### src/rtl/rh_temp_pkg.sv
// Shared definitions for the HDC1000-style I2C responder.
// State encoding, register pointers and default identity values.
package rh_temp_pkg;

  typedef enum logic [3:0] {
    IDLE     = 4'd0,
    ADDR     = 4'd1,
    ADDR_ACK = 4'd2,
    PTR      = 4'd3,
    PTR_ACK  = 4'd4,
    WDATA_H  = 4'd5,
    WDATA_L  = 4'd6,
    WACK     = 4'd7,
    RDATA    = 4'd8,
    RACK     = 4'd9,
    IGNORE   = 4'd10
  } st_e;

  localparam logic [7:0] PTR_TEMP  = 8'h00;
  localparam logic [7:0] PTR_HUM   = 8'h01;
  localparam logic [7:0] PTR_CFG   = 8'h02;
  localparam logic [7:0] PTR_MANUF = 8'hFE;
  localparam logic [7:0] PTR_DEVID = 8'hFF;

  localparam logic [6:0]  ADDR_DEF   = 7'h40;
  localparam logic [15:0] CFG_DEF    = 16'h1000;
  localparam logic [15:0] MANUF_DEF  = 16'h5449;
  localparam logic [15:0] DEVID_DEF  = 16'h1000;

  function automatic logic is_conv_ptr(
    input logic [7:0] p
  );
    return (p == PTR_TEMP) || (p == PTR_HUM);
  endfunction

endpackage

### src/rtl/rh_temp_i2c_slave_if.sv
// I2C bus bundle seen by the responder.
// SDA_IN is the wired-AND line level; SDA_OE pulls it low.
interface rh_temp_i2c_slave_if;

  logic SCL_IN;
  logic SDA_IN;
  logic SDA_OE;

  modport slave (
    input  SCL_IN,
    input  SDA_IN,
    output SDA_OE
  );

  modport master (
    output SCL_IN,
    output SDA_IN,
    input  SDA_OE
  );

endinterface

### src/rtl/i2c_bus_sync.sv
// Two-flop synchronizer plus history flop for SCL/SDA.
// Emits SCL edge and START/STOP pulses, three clocks after the pin.
module i2c_bus_sync (
  input  logic clk,
  input  logic rst_n,
  input  logic scl_raw,
  input  logic sda_raw,
  output logic sda,
  output logic scl_rise,
  output logic scl_fall,
  output logic start,
  output logic stop
);

  // [0],[1] synchronize, [2] holds the previous synchronized value
  logic [2:0] scl_q;
  logic [2:0] sda_q;

  always_ff @(posedge clk or negedge rst_n) begin
    if (!rst_n) begin
      scl_q <= '1;
      sda_q <= '1;
    end else begin
      scl_q <= {scl_q[1:0], scl_raw};
      sda_q <= {sda_q[1:0], sda_raw};
    end
  end

  assign sda      = sda_q[1];
  assign scl_rise = scl_q[1] & ~scl_q[2];
  assign scl_fall = ~scl_q[1] & scl_q[2];
  assign start    = scl_q[1] & scl_q[2]
                  & ~sda_q[1] & sda_q[2];
  assign stop     = scl_q[1] & scl_q[2]
                  & sda_q[1] & ~sda_q[2];

endmodule

### src/rtl/rh_temp_i2c_slave.sv
// HDC1000 emulator: pointer/word-write/read register file with DRDY_n.
// Define RH_TEMP_SLAVE_SOFTRESET_EN to make config bit 15 a soft reset.
module rh_temp_i2c_slave
  import rh_temp_pkg::*;
#(
  parameter logic [6:0]  SLAVE_ADDR7 = ADDR_DEF,
  parameter int unsigned CONV_CYCLES = 32500,
  parameter logic [15:0] CONFIG_RST  = CFG_DEF,
  parameter logic [15:0] MANUF_ID    = MANUF_DEF,
  parameter logic [15:0] DEVICE_ID   = DEVID_DEF
) (
  input  logic        CLK_50,
  input  logic        RESET_N,
  rh_temp_i2c_slave_if.slave bus,
  output logic        DRDY_n,
  input  logic [15:0] TEMP_VALUE,
  input  logic [15:0] HUM_VALUE,
  output logic [15:0] Configuration,
  output logic [7:0]  ST
);

  localparam logic [15:0] CONV_LOAD = 16'(CONV_CYCLES);

  logic sda, scl_rise, scl_fall, start, stop;

  i2c_bus_sync u_sync (
    .clk      (CLK_50),
    .rst_n    (RESET_N),
    .scl_raw  (bus.SCL_IN),
    .sda_raw  (bus.SDA_IN),
    .sda      (sda),
    .scl_rise (scl_rise),
    .scl_fall (scl_fall),
    .start    (start),
    .stop     (stop)
  );

  st_e         state;
  logic        sda_oe;
  logic [3:0]  bit_cnt;
  logic [7:0]  shreg;
  logic [7:0]  txreg;
  logic [7:0]  ptr;
  logic [7:0]  data_h;
  logic [15:0] temp_sh;
  logic [15:0] hum_sh;
  logic [15:0] conv_cnt;
  logic        rw;
  logic        ack_n;
  logic        wr_done;
  logic [1:0]  rbyte;

  logic [15:0] base_word;
  logic [15:0] rd_word;
  logic [7:0]  rd_byte;
  logic [1:0]  rbyte_nxt;
  logic        four_byte;
  logic        byte_done;
  logic        addr_hit;
  logic        shifting;

  assign bus.SDA_OE = sda_oe;
  assign ST         = {4'b0000, state};

  always_comb begin
    base_word = 16'h0000;
    unique case (1'b1)
      ptr == PTR_TEMP:  base_word = temp_sh;
      ptr == PTR_HUM:   base_word = hum_sh;
      ptr == PTR_CFG:   base_word = Configuration;
      ptr == PTR_MANUF: base_word = MANUF_ID;
      ptr == PTR_DEVID: base_word = DEVICE_ID;
      default:          base_word = 16'h0000;
    endcase
  end

  // Bytes 3-4 only exist for the combined temperature+humidity read
  assign four_byte = Configuration[12] && (ptr == PTR_TEMP);
  assign rd_word   = rbyte[1] ? hum_sh : base_word;
  assign rd_byte   = rbyte[0] ? rd_word[7:0] : rd_word[15:8];
  assign rbyte_nxt =
    ((rbyte == 2'd3) || (!four_byte && rbyte == 2'd1))
      ? 2'd0 : rbyte + 2'd1;

  assign byte_done = (bit_cnt == 4'd8);
  assign addr_hit  = (shreg[7:1] == SLAVE_ADDR7);
  assign shifting  = (state == ADDR) || (state == PTR)
                  || (state == WDATA_H) || (state == WDATA_L);

  always_ff @(posedge CLK_50 or negedge RESET_N) begin
    if (!RESET_N) begin
      state         <= IDLE;
      sda_oe        <= 1'b0;
      bit_cnt       <= 4'd0;
      shreg         <= 8'h00;
      txreg         <= 8'h00;
      ptr           <= PTR_TEMP;
      data_h        <= 8'h00;
      temp_sh       <= 16'h0000;
      hum_sh        <= 16'h0000;
      conv_cnt      <= 16'h0000;
      rw            <= 1'b0;
      ack_n         <= 1'b1;
      wr_done       <= 1'b0;
      rbyte         <= 2'd0;
      DRDY_n        <= 1'b1;
      Configuration <= CONFIG_RST;
    end else begin
      // Bus-side assignments below override this on a trigger
      if (conv_cnt != 16'h0000) begin
        conv_cnt <= conv_cnt - 16'd1;
        if (conv_cnt == 16'd1) begin
          temp_sh <= TEMP_VALUE;
          hum_sh  <= HUM_VALUE;
          DRDY_n  <= 1'b0;
        end
      end
      if (stop) begin
        state  <= IDLE;
        sda_oe <= 1'b0;
      end else if (start) begin
        state   <= ADDR;
        bit_cnt <= 4'd0;
        sda_oe  <= 1'b0;
      end else if (scl_rise) begin
        if (shifting && !byte_done) begin
          shreg   <= {shreg[6:0], sda};
          bit_cnt <= bit_cnt + 4'd1;
        end
        if (state == RACK) ack_n <= sda;
      end else if (scl_fall) begin
        unique case (state)
          ADDR: if (byte_done) begin
            bit_cnt <= 4'd0;
            if (!addr_hit) begin
              state <= IGNORE;
            end else if (shreg[0] && is_conv_ptr(ptr)
                         && DRDY_n) begin
              state <= IGNORE;
            end else begin
              state  <= ADDR_ACK;
              sda_oe <= 1'b1;
              rw     <= shreg[0];
              rbyte  <= 2'd0;
            end
          end
          ADDR_ACK: begin
            if (rw) begin
              state   <= RDATA;
              txreg   <= rd_byte;
              sda_oe  <= ~rd_byte[7];
              bit_cnt <= 4'd0;
            end else begin
              state  <= PTR;
              sda_oe <= 1'b0;
            end
          end
          PTR: if (byte_done) begin
            ptr     <= shreg;
            bit_cnt <= 4'd0;
            state   <= PTR_ACK;
            sda_oe  <= 1'b1;
            if (is_conv_ptr(shreg)) begin
              conv_cnt <= CONV_LOAD;
              DRDY_n   <= 1'b1;
            end
          end
          PTR_ACK: begin
            state   <= WDATA_H;
            sda_oe  <= 1'b0;
            wr_done <= 1'b0;
          end
          WDATA_H: if (byte_done) begin
            data_h  <= shreg;
            bit_cnt <= 4'd0;
            state   <= WACK;
            sda_oe  <= 1'b1;
          end
          WDATA_L: if (byte_done) begin
            bit_cnt <= 4'd0;
            state   <= WACK;
            sda_oe  <= 1'b1;
            wr_done <= 1'b1;
            if (!wr_done && ptr == PTR_CFG) begin
`ifdef RH_TEMP_SLAVE_SOFTRESET_EN
              if (data_h[7]) begin
                Configuration <= CONFIG_RST;
                conv_cnt      <= 16'h0000;
                DRDY_n        <= 1'b1;
                temp_sh       <= 16'h0000;
                hum_sh        <= 16'h0000;
              end else begin
                Configuration <= {data_h, shreg};
              end
`else
              Configuration <= {data_h, shreg};
`endif
            end
          end
          WACK: begin
            state  <= WDATA_L;
            sda_oe <= 1'b0;
          end
          RDATA: begin
            if (bit_cnt == 4'd7) begin
              sda_oe <= 1'b0;
              state  <= RACK;
              rbyte  <= rbyte_nxt;
            end else begin
              bit_cnt <= bit_cnt + 4'd1;
              txreg   <= {txreg[6:0], 1'b0};
              sda_oe  <= ~txreg[6];
            end
          end
          RACK: begin
            if (ack_n) begin
              state <= IGNORE;
            end else begin
              state   <= RDATA;
              txreg   <= rd_byte;
              sda_oe  <= ~rd_byte[7];
              bit_cnt <= 4'd0;
            end
          end
          default: ;
        endcase
      end
    end
  end

endmodule

### src/flat_wrapper.sv
// flat-port wrapper written by rule: the top's interface ports become plain ports
module rh_temp_i2c_slave_flat import rh_temp_pkg::*;
#(
  parameter logic [6:0]  SLAVE_ADDR7 = ADDR_DEF,
  parameter int unsigned CONV_CYCLES = 32500,
  parameter logic [15:0] CONFIG_RST  = CFG_DEF,
  parameter logic [15:0] MANUF_ID    = MANUF_DEF,
  parameter logic [15:0] DEVICE_ID   = DEVID_DEF
)
  (CLK_50, RESET_N, DRDY_n, TEMP_VALUE, HUM_VALUE, Configuration, ST, bus_SCL_IN, bus_SDA_IN, bus_SDA_OE);
  rh_temp_i2c_slave_if bus_i ();
  input  logic CLK_50;
  input  logic RESET_N;
  output logic DRDY_n;
  input  logic [15:0] TEMP_VALUE;
  input  logic [15:0] HUM_VALUE;
  output logic [15:0] Configuration;
  output logic [7:0] ST;
  input wire logic [$bits(bus_i.SCL_IN)-1:0] bus_SCL_IN;
  input wire logic [$bits(bus_i.SDA_IN)-1:0] bus_SDA_IN;
  output wire logic [$bits(bus_i.SDA_OE)-1:0] bus_SDA_OE;
  assign bus_i.SCL_IN = bus_SCL_IN;
  assign bus_i.SDA_IN = bus_SDA_IN;
  assign bus_SDA_OE = bus_i.SDA_OE;
  rh_temp_i2c_slave #(.SLAVE_ADDR7(SLAVE_ADDR7), .CONV_CYCLES(CONV_CYCLES), .CONFIG_RST(CONFIG_RST), .MANUF_ID(MANUF_ID), .DEVICE_ID(DEVICE_ID)) u_core (.CLK_50(CLK_50), .RESET_N(RESET_N), .bus(bus_i), .DRDY_n(DRDY_n), .TEMP_VALUE(TEMP_VALUE), .HUM_VALUE(HUM_VALUE), .Configuration(Configuration), .ST(ST));
endmodule
### config.mk
export PLATFORM = sky130hd
export DESIGN_NAME = rh_temp_i2c_slave_flat
export DESIGN_NICKNAME = d
export VERILOG_FILES = /design/src/rtl/rh_temp_pkg.sv /design/src/rtl/rh_temp_i2c_slave_if.sv /design/src/rtl/i2c_bus_sync.sv /design/src/rtl/rh_temp_i2c_slave.sv /design/src/flat_wrapper.sv
export SDC_FILE = /design/constraint.sdc
export NUM_CORES = 1
export LEC_CHECK = 0
export CAP_MARGIN = 0
export CORE_AREA = 4 4 113 115
export CTS_BUF_LIST = sky130_fd_sc_hd__clkbuf_16
export DETAILED_ROUTE_END_ITERATION = 7
export DIE_AREA = 0 0 117 119
export PLACE_DENSITY = 0.74
export SLEW_MARGIN = 10
export SYNTH_ARGS = -nofsm -noshare
export SYNTH_HDL_FRONTEND = slang
export SYNTH_SLANG_ARGS = --single-unit
### constraint.sdc
create_clock -name CLK_50 -period 5.9 [get_ports CLK_50]
set_input_delay 1.475 -clock CLK_50 [delete_from_list [all_inputs] [get_ports CLK_50]]
set_output_delay 1.475 -clock CLK_50 [all_outputs]
set_load 0.05 [all_outputs]
# == Word level (Yosys, flattened, before mapping) ==
# Cells that the tools add are included.
# totals
register_bits,116
input_bits,36
out_inout_bits,26
wordCells,188
# op_classes
n_addsub,3
n_eq_ne,42
mux,65
bitwise,17
reduce_logical,43
# ops
operator,n
$mux 16,9
$pmux 16 s5,1
$mux 4,19
$ne 4x1->1 const B,8
$pmux 4 s8,1
$reduce_and 8->1,4
$mux 7,3
$pmux 7 s3,1
$eq 4x3->1 const B,5
$mux 1,20
$reduce_and 6->1,3
$eq 16x1->1 const B,1
$eq 8x1->1 const B,2
$eq 8x8->1 const B,2
$logic_not 8->1,2
$ne 4x2->1 const B,4
$pmux 4 s4,1
$reduce_bool 16->1,1
$sub 16x1->16 const B,1
$reduce_and 7->1,2
$eq 4x4->1 const B,3
$mux 2,6
$ne 2x1->1 const B,5
$not 1->1,10
other kinds (29),56

# == Longest topological paths before layout ==
# depth
ltp_word,12
depth_mapped,8
ltp_nobuf,8

# == By module ==
# Synthesis repeated with hierarchy kept, for this count alone.
# hier_totals
hier_cells,535
hier_area_um2,6083.3
# modules_own_cells
module,n_inst,cells_each,area_per_inst_um2,seq_area_each_um2
rh_temp_i2c_slave,1,525,5893.2,2756.4
i2c_bus_sync,1,10,190.2,157.7

# == Worst setup path before layout ==
# Ideal clock, no wire load.
# synth_path
path_type,flip-flop to flip-flop
startpoint,register u_core.state[0]
endpoint,register u_core.bit_cnt[2]
setup_ns,0.121
arrival_ns,2.193
required_time_ns,5.779
path_slack_ns,3.586
stages_incl_launch_ff,8
path_buffers,1
synth_period_minus_slack_ns,2.314
cell_sequence,dfrtp_1 clkbuf_1 a21bo_2 a211oi_1 o21ai_0 o211ai_1 o21ai_0 a22o_1
# synth_between
elab_chain_len,7
elab_cells_between_ends,23
cone_classes,eq/ne: 12; mux: 4; reduce/logical: 7
# synth_lines
item,line_no,text
start: declaration,rh_temp_i2c_slave.sv:38,st_e state;
start signal: assignment,rh_temp_i2c_slave.sv:92,state <= IDLE;
start signal: assignment,rh_temp_i2c_slave.sv:119,state <= IDLE;
start signal: assignment,rh_temp_i2c_slave.sv:122,state <= ADDR;
"parallel branches: the longest is 7 deep, another holds $eq 4x3->1",--,
end signal: assignment,rh_temp_i2c_slave.sv:128,bit_cnt <= bit_cnt + 4'd1;
end signal: assignment,rh_temp_i2c_slave.sv:210,bit_cnt <= bit_cnt + 4'd1;
end: declaration,rh_temp_i2c_slave.sv:40,logic [3:0] bit_cnt;
# Several ways; the timed one is not identified. The select of a mux whose other input is x is not followed.
# A chain may end at the register's enable or synchronous reset.

# == Worst setup path after layout ==
# layout_path
startpoint,register u_core.state[1]
endpoint,output ST[1]
# layout_lines
item,line_no,text
end: declaration,flat_wrapper.sv:18,output logic [7:0] ST;
# No word-level cell between the ends.

==> impl_metrics.tcl <==
set metrics [dict create \
    start_util_pct 49.19 \
    path_class "reg -> out" \
    design_area_mm2 0.007022 \
    io_pins 62 \
    routabilityCongestion 0.8470 \
    r2r-end "u_core.conv_cnt[6]$_DFF_PN0_" \
    dp_cells 702 \
    synth_seq_cells 116 \
    cp_num_buf_inv 1 \
    ys.flop_type "dfrtp_1" \
    ys_top_cells_by_count "dfrtp_1, mux2_2, nor2_1, nand2_1, o21ai_0" \
    cts_buffers 17 \
    htree_levels 4 \
    async_reset_ff_share_pct 100.0 \
    yosys.area_share.adder_pct 1.507 \
    cp.depth 1 \
    finalNonFillerCells 733 \
    clk_pin_slew_ns 0.05 \
    synthSimpleGateAreaFrac_pct 13.18 \
    finalSetupTns_ns 0 \
    rsz0062_at_grt "no" \
    power_mw 2.808 \
    port_buffers 57 \
    worst_hold_path.num_cells 0 \
    ir_worst_vdd_mv 0.1850 \
    clock_skew_ns 0.008542 \
    synth_most_common_cell "dfrtp_1" \
    p_sw_share_pct 34.15 \
    hold_end "u_core.u_sync.scl_q[1]$_DFF_PN1_" \
    postPlaceCellArea_mm2 0.006480 \
    cts-root-buf "clkbuf_16" \
    vias 4289 \
    min_path_type "reg -> reg" \
    grt_pass1_vias 4406 \
    synth_largest_area_cell "dfrtp_1" \
    period_share_pct 61.67 \
    cp-start-kind "flip-flop" \
    worstRegToRegCells 7 \
    min_period_ns 3.638 \
    switching_power_mw 0.9588 \
    endpoint_kind "output pin" \
    clkSinkCount 116 \
    wl_mm 13.50 \
    status "completed" \
    ant_nets 0 \
    yosysUniqueCellTypes 70 \
    setup_violations 0 \
    antenna_found_initial 0 \
    clkLatencyLatePin_ns 0.41 \
    cap_viol_max_count 0 \
    dr.pass1.iters 5 \
    slew_violations 0 \
    synth_top_family_by_area "multiplexers" \
    whs_ns 0.3514 \
    cp_cell_sequence "clkdlybuf4s50_1" \
    power.static_leakage_nw 3.045 \
    synthesis.area_mm2 0.005811 \
    drcViolationCount 0 \
    clkPwrFrac_pct 33.3 \
    synth.area.mux_share_pct 18.84 \
    rows 40 \
    min-delay-start "u_core.u_sync.scl_q[0]$_DFF_PN1_" \
    cts_tree "yes" \
    die_area_mm2 0.01392 \
    maxSlewHeadroom_pct 38.94 \
    tightest_slew_ns 0.9134 \
    synth_compound_area_share_pct 11.67 \
    required_ns 4.43 \
    fin_nets 617 \
    drtIter0Drc 220 \
    fill_cells 971 \
    die_y_um 119 \
    critPathMaxStageDelay_ns 0.94 \
    overflow 0 \
    layout-drive-gt1-share_pct 22.53 \
    cpLargestDelayFamily "buffers and inverters" \
    wire_per_inst_um 18.41 \
    crit-reg2reg-launch "u_core.bit_cnt[0]$_DFFE_PN0P_" \
    path_max_fanout 24 \
    grtUsageTotal_pct 20.84 \
    crit_slowest_cell "clkdlybuf4s50_1" \
    diodes 0 \
    r2r_setup_slack_ns 3.05 \
    post_cts_resized 0 \
    ys_warn_count 0 \
    grt_max_degree 70 \
    via_per_inst 5.851 \
    core_area_mm2 0.01181 \
    area_delta_synth_final_pct 20.84 \
    combinationalPowerShare_pct 25.4 \
    synth.area.top_cells "dfrtp_1, mux2_2, dfstp_2" \
    yosys.area.top_type_share_pct 46.08 \
    die_w_um 117 \
    postCtsHoldBufs 0 \
    postCtsSetupBuffers 0 \
    synth_edf_count 0 \
    cts_max_path_buffers 2 \
    arrival_ns 2.16 \
    fmax_mhz 274.8 \
    avgSynthCellArea_um2 11.24 \
    synth_cells 517 \
    pwr-share-seq_pct 41.4 \
    grt_pass1_wl_mm 22.41 \
    internal_power_mw 1.849 \
    pwr_density_cell_mw_per_mm2 399.9 \
    hpwlAfterDp_mm 9.417 \
    yosysSeqAreaShare_pct 50.15 \
    hold_viol_final 0 \
    synthXorXnorAreaFrac_pct 1.809 \
]
-- power groups by stage --
| stage | Combinational [mW] | Clock (mW) | Sequential [mW] |
|---|---|---|---|
| 2_1_floorplan | 0.525 | 0 | 1.12 |
| 3_3_place_gp | 0.686 | 0 | 1.16 |
| 3_5_place_dp | 0.708 | 0 | 1.17 |
| 4_1_cts | 0.714 | 0.952 | 1.16 |
| 5_1_grt | 0.796 | 0.989 | 1.19 |
| 6_report | 0.712 | 0.934 | 1.16 |
-- worst max-delay path by stage --
stage | start | endpoint | slack (ns)
after floorplan | u_core.state[0]$_DFFE_PN0P_ | u_core.bit_cnt[2]$_DFFE_PN0P_ | 3.59
after global placement | u_core.state[1]$_DFFE_PN0P_ | ST[1] | 2.72
after detailed placement | u_core.state[1]$_DFFE_PN0P_ | ST[1] | 2.71
after CTS | u_core.state[1]$_DFFE_PN0P_ | ST[1] | 2.25
after global routing | u_core.state[1]$_DFFE_PN0P_ | ST[1] | 2.15
final | u_core.state[1]$_DFFE_PN0P_ | ST[1] | 2.26
-- metal layers --
| layer | vias to the layer above | global-route usage (%) | wire length, µm |
|---|---|---|---|
| met5 | - | 0 | 0 |
| met4 | 0 | 8.674 | 317 |
| met3 | 30 | 4.675 | 646 |
| met2 | 131 | 33.00 | 6808 |
| met1 | 2135 | 27.44 | 5724 |
| li1 | 1993 | - | - |
-- cell type report --
cell class,instances,area (µm²),share of cell area [%]
flip-flops and latches,116,2914,41.50
well taps,147,183.9,2.619
clock inverters,14,116.4,1.657
multi-input cells,367,2746,39.11
repair buffers,60,590.6,8.411
inverters,12,45.04,0.6415
clock buffers,17,425.4,6.058
-- state kept, by name (all words and copies together), names as in the netlist --
| name | flops |
|---|---|
| u_core.rbyte | 2 |
| u_core.shreg | 8 |
| u_core.conv_cnt | 16 |
| u_core.ptr | 8 |
| u_core.DRDY_n | 1 |
| u_core.txreg | 7 |
| u_core.ack_n | 1 |
| u_core.u_sync.scl_q | 3 |
| u_core.Configuration | 16 |
| u_core.temp_sh | 16 |
| u_core.hum_sh | 16 |
| u_core.rw | 1 |
| u_core.state | 4 |
| u_core.wr_done | 1 |
| u_core.u_sync.sda_q | 3 |
| u_core.bit_cnt | 4 |
| u_core.data_h | 8 |
| u_core.bus.SDA_OE | 1 |
-- metrics by stage --
step | setup slack, ns | utilization, %
3_3_place_gp | 2.720 | 54.86
5_1_grt | 2.147 | 59.45
2_1_floorplan | 3.586 | -
6_report | 2.262 | 59.45
4_1_cts | 2.251 | 59.45
3_5_place_dp | 2.708 | 54.86
-- layout by cell type (no fill, tap or decap), drive strengths merged, types with 10 or more instances in the layout --
cell           count
inv               14
nor2              39
o21ai             25
nand2             38
nand3             11
a31oi             10
mux2              77
mux2i             16
dfrtp            107
clkdlybuf4s50     56
a21oi             20
clkbuf            17
-- cells by family (layout without fill, tap and decap cells) --
logic type	count (synthesis)	in the layout
buffers and inverters	37	103
other	1	4
DFF	116	116
muxes	96	96
and+or+nand+nor	147	147
adders and majority gates	7	7
xor gates and xnor gates	12	12
AOI/OAI and AO/OA	101	101
Power figures use the tool's default switching activity.
==> RTL edit 1 (config.mk and constraints unchanged) <==
Compare `bit_cnt` against `4'd8` with >= in place of ==.
--- a/src/rtl/rh_temp_i2c_slave.sv
+++ b/src/rtl/rh_temp_i2c_slave.sv
@@ -83,5 +83,5 @@
       ? 2'd0 : rbyte + 2'd1;
 
-  assign byte_done = (bit_cnt == 4'd8);
+  assign byte_done = (bit_cnt >= 4'd8);
   assign addr_hit  = (shreg[7:1] == SLAVE_ADDR7);
   assign shifting  = (state == ADDR) || (state == PTR)
Function: same outputs for any inputs over 4 cycles, from zero or initial values and one cycle with RESET_N low; that may be too few to reach the edited logic, so the function may still have changed.
==> RTL edit 1 against the unedited design <==
  * Sequential share of layout area is 1.8 points lower
  * Wire length rose by 4.7%
  * Synthesized cell count rose by 5.2%
  * Register-to-register slack better by 140 ps
  * Via count is 3.9% higher
  * Final area is 4.6% higher
  * Worst setup slack lost 33 ps
  * Synthesized area is 5.5% higher
  * Global-route usage rose by 1.0 points
  * Clock power rose by 12%
  * Sequential cell count is the same
  * Total power increased by 7.5%
  * Critical endpoint unchanged
  * Highest routed layer unchanged
==> RTL edit 1: results (changes against the unedited design) <==
status: complete, no violations
P_int: 0.00202 W (+9.0%)
post-synth cell types: 67 (-4.3%)
WL/cell: 18.8 um (+2.0%)
GPL Wtd Cong: 0.877 (+3.6%)
Nets: 636 (+3.1%)
Fin Hold WS: 356 ps (+4.08 ps)
cell leakage power: 3.25 nW (+6.6%)
Slew @ Worst Pin: 1010 ps (+96.7 ps)
Post-Synth Adder-Cell Area: 1.43% (-0.079 points)
grt met1 use: 29.2% (+1.8 points)
Post-Synth XOR/XNOR Area: 2.29% (+0.48 points)
Syn Area/Cell: 11.3 um2 (+0.28%)
Total Routing Usage GR: 21.9% (+1.0 points)
DP HPWL: 9710 um (+3.2%)
share of layout cells above drive strength 1: 21.6% (-0.91 points)
vias in the first global route: 4651 (+5.6%)
Fill cells: 947 (-2.5%)
Critical Path Fanout Max: 27 (+13%)
Worst Path Arrival: 2200 ps (+40 ps)
Compound-Gate Fraction of Synth Area: 10.9% (-0.81 points)
global-route wire length before repair: 23700 um (+5.8%)
pin count of the biggest net entering global routing: 67 (-4.3%)
FF-to-FF setup slack: 3190 ps (+140 ps)
Fin Clk Skew: 6.86 ps (-1.68 ps)
NetSw: 0.00100 W (+4.6%)
## RTL edit 1: cells by family (layout without fill, tap and decap cells)
logic type      after synthesis  in the layout
fa+ha+maj                     7              7
compound gates               94             94
xor+xnor                     16             16
simple gates                175            175
other cells                   1              4
mux                          91             91
flops                       116            116
buf+inv                      44            103
## RTL edit 1: stage by stage
| step | instance area, um2 | setup slack [ps] |
|---|---|---|
| after floorplan | 6140 | 3600 |
| after global placement | 6740 | 2720 |
| after detailed placement | 6740 | 2690 |
| after CTS | 7340 | 2250 |
| after global routing | 7340 | 2120 |
| final | 7340 | 2230 |
## RTL edit 1: final cells by class
type / instances / area share (%)
Sequential cell: 116 / 39.7
Tap cell: 147 / 2.50
Multi-Input combinational cell: 387 / 41.0
Timing Repair Buffer: 60 / 8.04
Clock buffer: 17 / 5.79
Clock inverter: 15 / 2.42
Inverter: 11 / 0.562
==> RTL edit 2 (config.mk and constraints unchanged) <==
Without the edit above. Add a define of `RH_TEMP_SLAVE_SOFTRESET_EN`.
--- a/src/rtl/rh_temp_i2c_slave.sv
+++ b/src/rtl/rh_temp_i2c_slave.sv
@@ -1,4 +1,6 @@
 // HDC1000 emulator: pointer/word-write/read register file with DRDY_n.
 // Define RH_TEMP_SLAVE_SOFTRESET_EN to make config bit 15 a soft reset.
+`define RH_TEMP_SLAVE_SOFTRESET_EN
+
 module rh_temp_i2c_slave
   import rh_temp_pkg::*;
Formal check against the unedited RTL: no difference found for any inputs over 4 cycles, from zero or initial values and one cycle with RESET_N low; that may be too few to reach the edited logic, so the function may still have changed.
==> RTL edit 2 against the unedited design <==
  * Synthesized area up 8.2%
  * Clock skew down 3.9 ps
  * Via count up 14%
  * Cell count up 11%
  * Highest routed layer unchanged
  * Clock power up 21%
  * Final area up 6.7%
  * Combinational power up 18%
  * Core utilization up 4.0 points
  * Wire length up 12%
  * Worst setup slack worse by 100 ps
  * Total power up 14%
  * Sequential cell count down 1
  * Synthesized cell count up 18%
  * Sequential share of layout area down 3.0 points
==> RTL edit 2: results (changes against the unedited design) <==
status: complete, no violations
dpl ws: 2170 ps (-534 ps)
Worst Path Arrival: 2270 ps (+110 ps)
Hold Path Sink: u_core.u_sync.sda_q[1]$_DFF_PN1_
# Post-CTS Setup Buffers: 0 (unchanged)
Antenna Cells: 0 (unchanged)
FF-to-FF setup slack: 2550 ps (-500 ps)
post-synth cell types: 74 (+5.7%)
Critical Path Fanout Max: 27 (+13%)
DP HPWL: 10500 um (+11%)
Fin Clk Skew: 4.67 ps (-3.87 ps)
biggest regs: u_core.conv_cnt (16), u_core.hum_sh (16), u_core.temp_sh (16)
synth warn: 0 (unchanged)
Max Clock Freq: 267 MHz (-2.7%)
hold path depth: 0 (unchanged)
Worst VDD drop: 0.225 mV (+21%)
Async S/R FF share, synth: 100% (unchanged)
Routed WL: 15100 um (+12%)
CP startpoint: u_core.state[2]$_DFFE_PN0P_
initial antenna violation count: 0 (unchanged)
Clock transition at path regs: 50 ps (about the same)
IO buf count: 56 (-1.8%)
global-route wire length before repair: 24900 um (+11%)
Nets: 695 (+13%)
slowest cell on the critical path: clkdlybuf4s50_1
Max H-tree Level: 4 (unchanged)
Post-Synthesis Cells: 611 (+18%)
share of layout cells above drive strength 1: 14.4% (-8.1 points)
hold path start: u_core.u_sync.sda_q[0]$_DFF_PN1_
Worst R2R End: u_core.hum_sh[1]$_DFF_PN0_
Slew @ Worst Pin: 1060 ps (+144 ps)
CTS resizes: 0 (unchanged)
Fill cells: 932 (-4.0%)
Iter 0 DRT Violations: 466 (+110%)
Via-to-Cell Ratio: 6.00 (+2.5%)
via count: 4871 (+14%)
R2R depth: 5 (-2)
Seq/Total Area, Yosys: 46.0% (-4.2 points)
placed cell areas: 6840 um2 (+5.5%)
cell leakage power: 3.33 nW (+9.4%)
first-pass iteration count of the detailed router: 5 (unchanged)
Clock Latency Late Sink: 420 ps
Fin Hold WS: 354 ps (+2.16 ps)
top cells by area, synth: dfrtp_1 42%, mux2i_1 7.6%, mux2_2 6.8%, dfstp_2 3.8%, nor2_1 3.4%
most frequent cells after synthesis: 106 x dfrtp_1, 57 x nor2_1, 53 x nand2_1
CTS Buffer Depth: 2 (unchanged)
Total Routing Usage GR: 22.9% (+2.0 points)
Critical Path End: ST[2]
placed cells: 780 (+11%)
most used flip-flop cell after synthesis: dfrtp_1
GPL Wtd Cong: 0.854 (+0.80%)
Root Driver: clkbuf_16
-- RTL edit 2: changes by cell type after synthesis, sizes merged, moves of 9 or more --
cell | unedited run | this run
mux2i | 16 | 48
nand2 | 38 | 54
nor2 | 39 | 58
buf | 13 | 29
nor3 | 9 | 18
mux2 | 77 | 38
-- RTL edit 2: area by class of cell --
class	instances	share of cell area [%]
flip-flops and latches	115	38.5
clock inverters	15	2.94
well taps	147	2.45
clock buffers	17	5.68
multi-input cells	446	42.0
inverters	14	0.701
repair buffers	58	7.65
-- RTL edit 2: kinds of logic after synthesis --
group / after synthesis / share of synthesized area, %
AND/OR/NAND/NOR: 215 / 18.8
other: 1 / 0.0597
multiplexers: 86 / 14.5
AO/OA/AOI/OAI: 117 / 12.7
XOR/XNOR: 16 / 2.23
adder cells (fa/ha/maj): 7 / 1.39
flip-flops: 115 / 46.0
buffers and inverters: 54 / 4.34
-- RTL edit 2: where the power goes --
| part | total [W] | switching, W | internal (W) |
|---|---|---|---|
| clock | 0.00113 | 0.000354 | 0.000779 |
| combinational | 0.000839 | 0.000458 | 0.000381 |
| sequential | 0.00123 | 0.000246 | 0.000982 |
| total | 0.00320 | 0.00106 | 0.00214 |
-- RTL edit 2: through the flow --
step           util (%)  power [W]
2_1_floorplan         -    0.00181
3_3_place_gp       57.9    0.00203
3_5_place_dp       57.9    0.00206
4_1_cts            63.4    0.00321
5_1_grt            63.5    0.00336
6_report           63.5    0.00320
-- RTL edit 2: metal layers --
metal	GRT usage, %	vias to the layer above	share of wire (%)
met5	0	-	0
met4	7.10	0	1.4
met3	5.84	22	5.6
met2	36.6	134	49
met1	30.4	2422	43
li1	-	2293	-
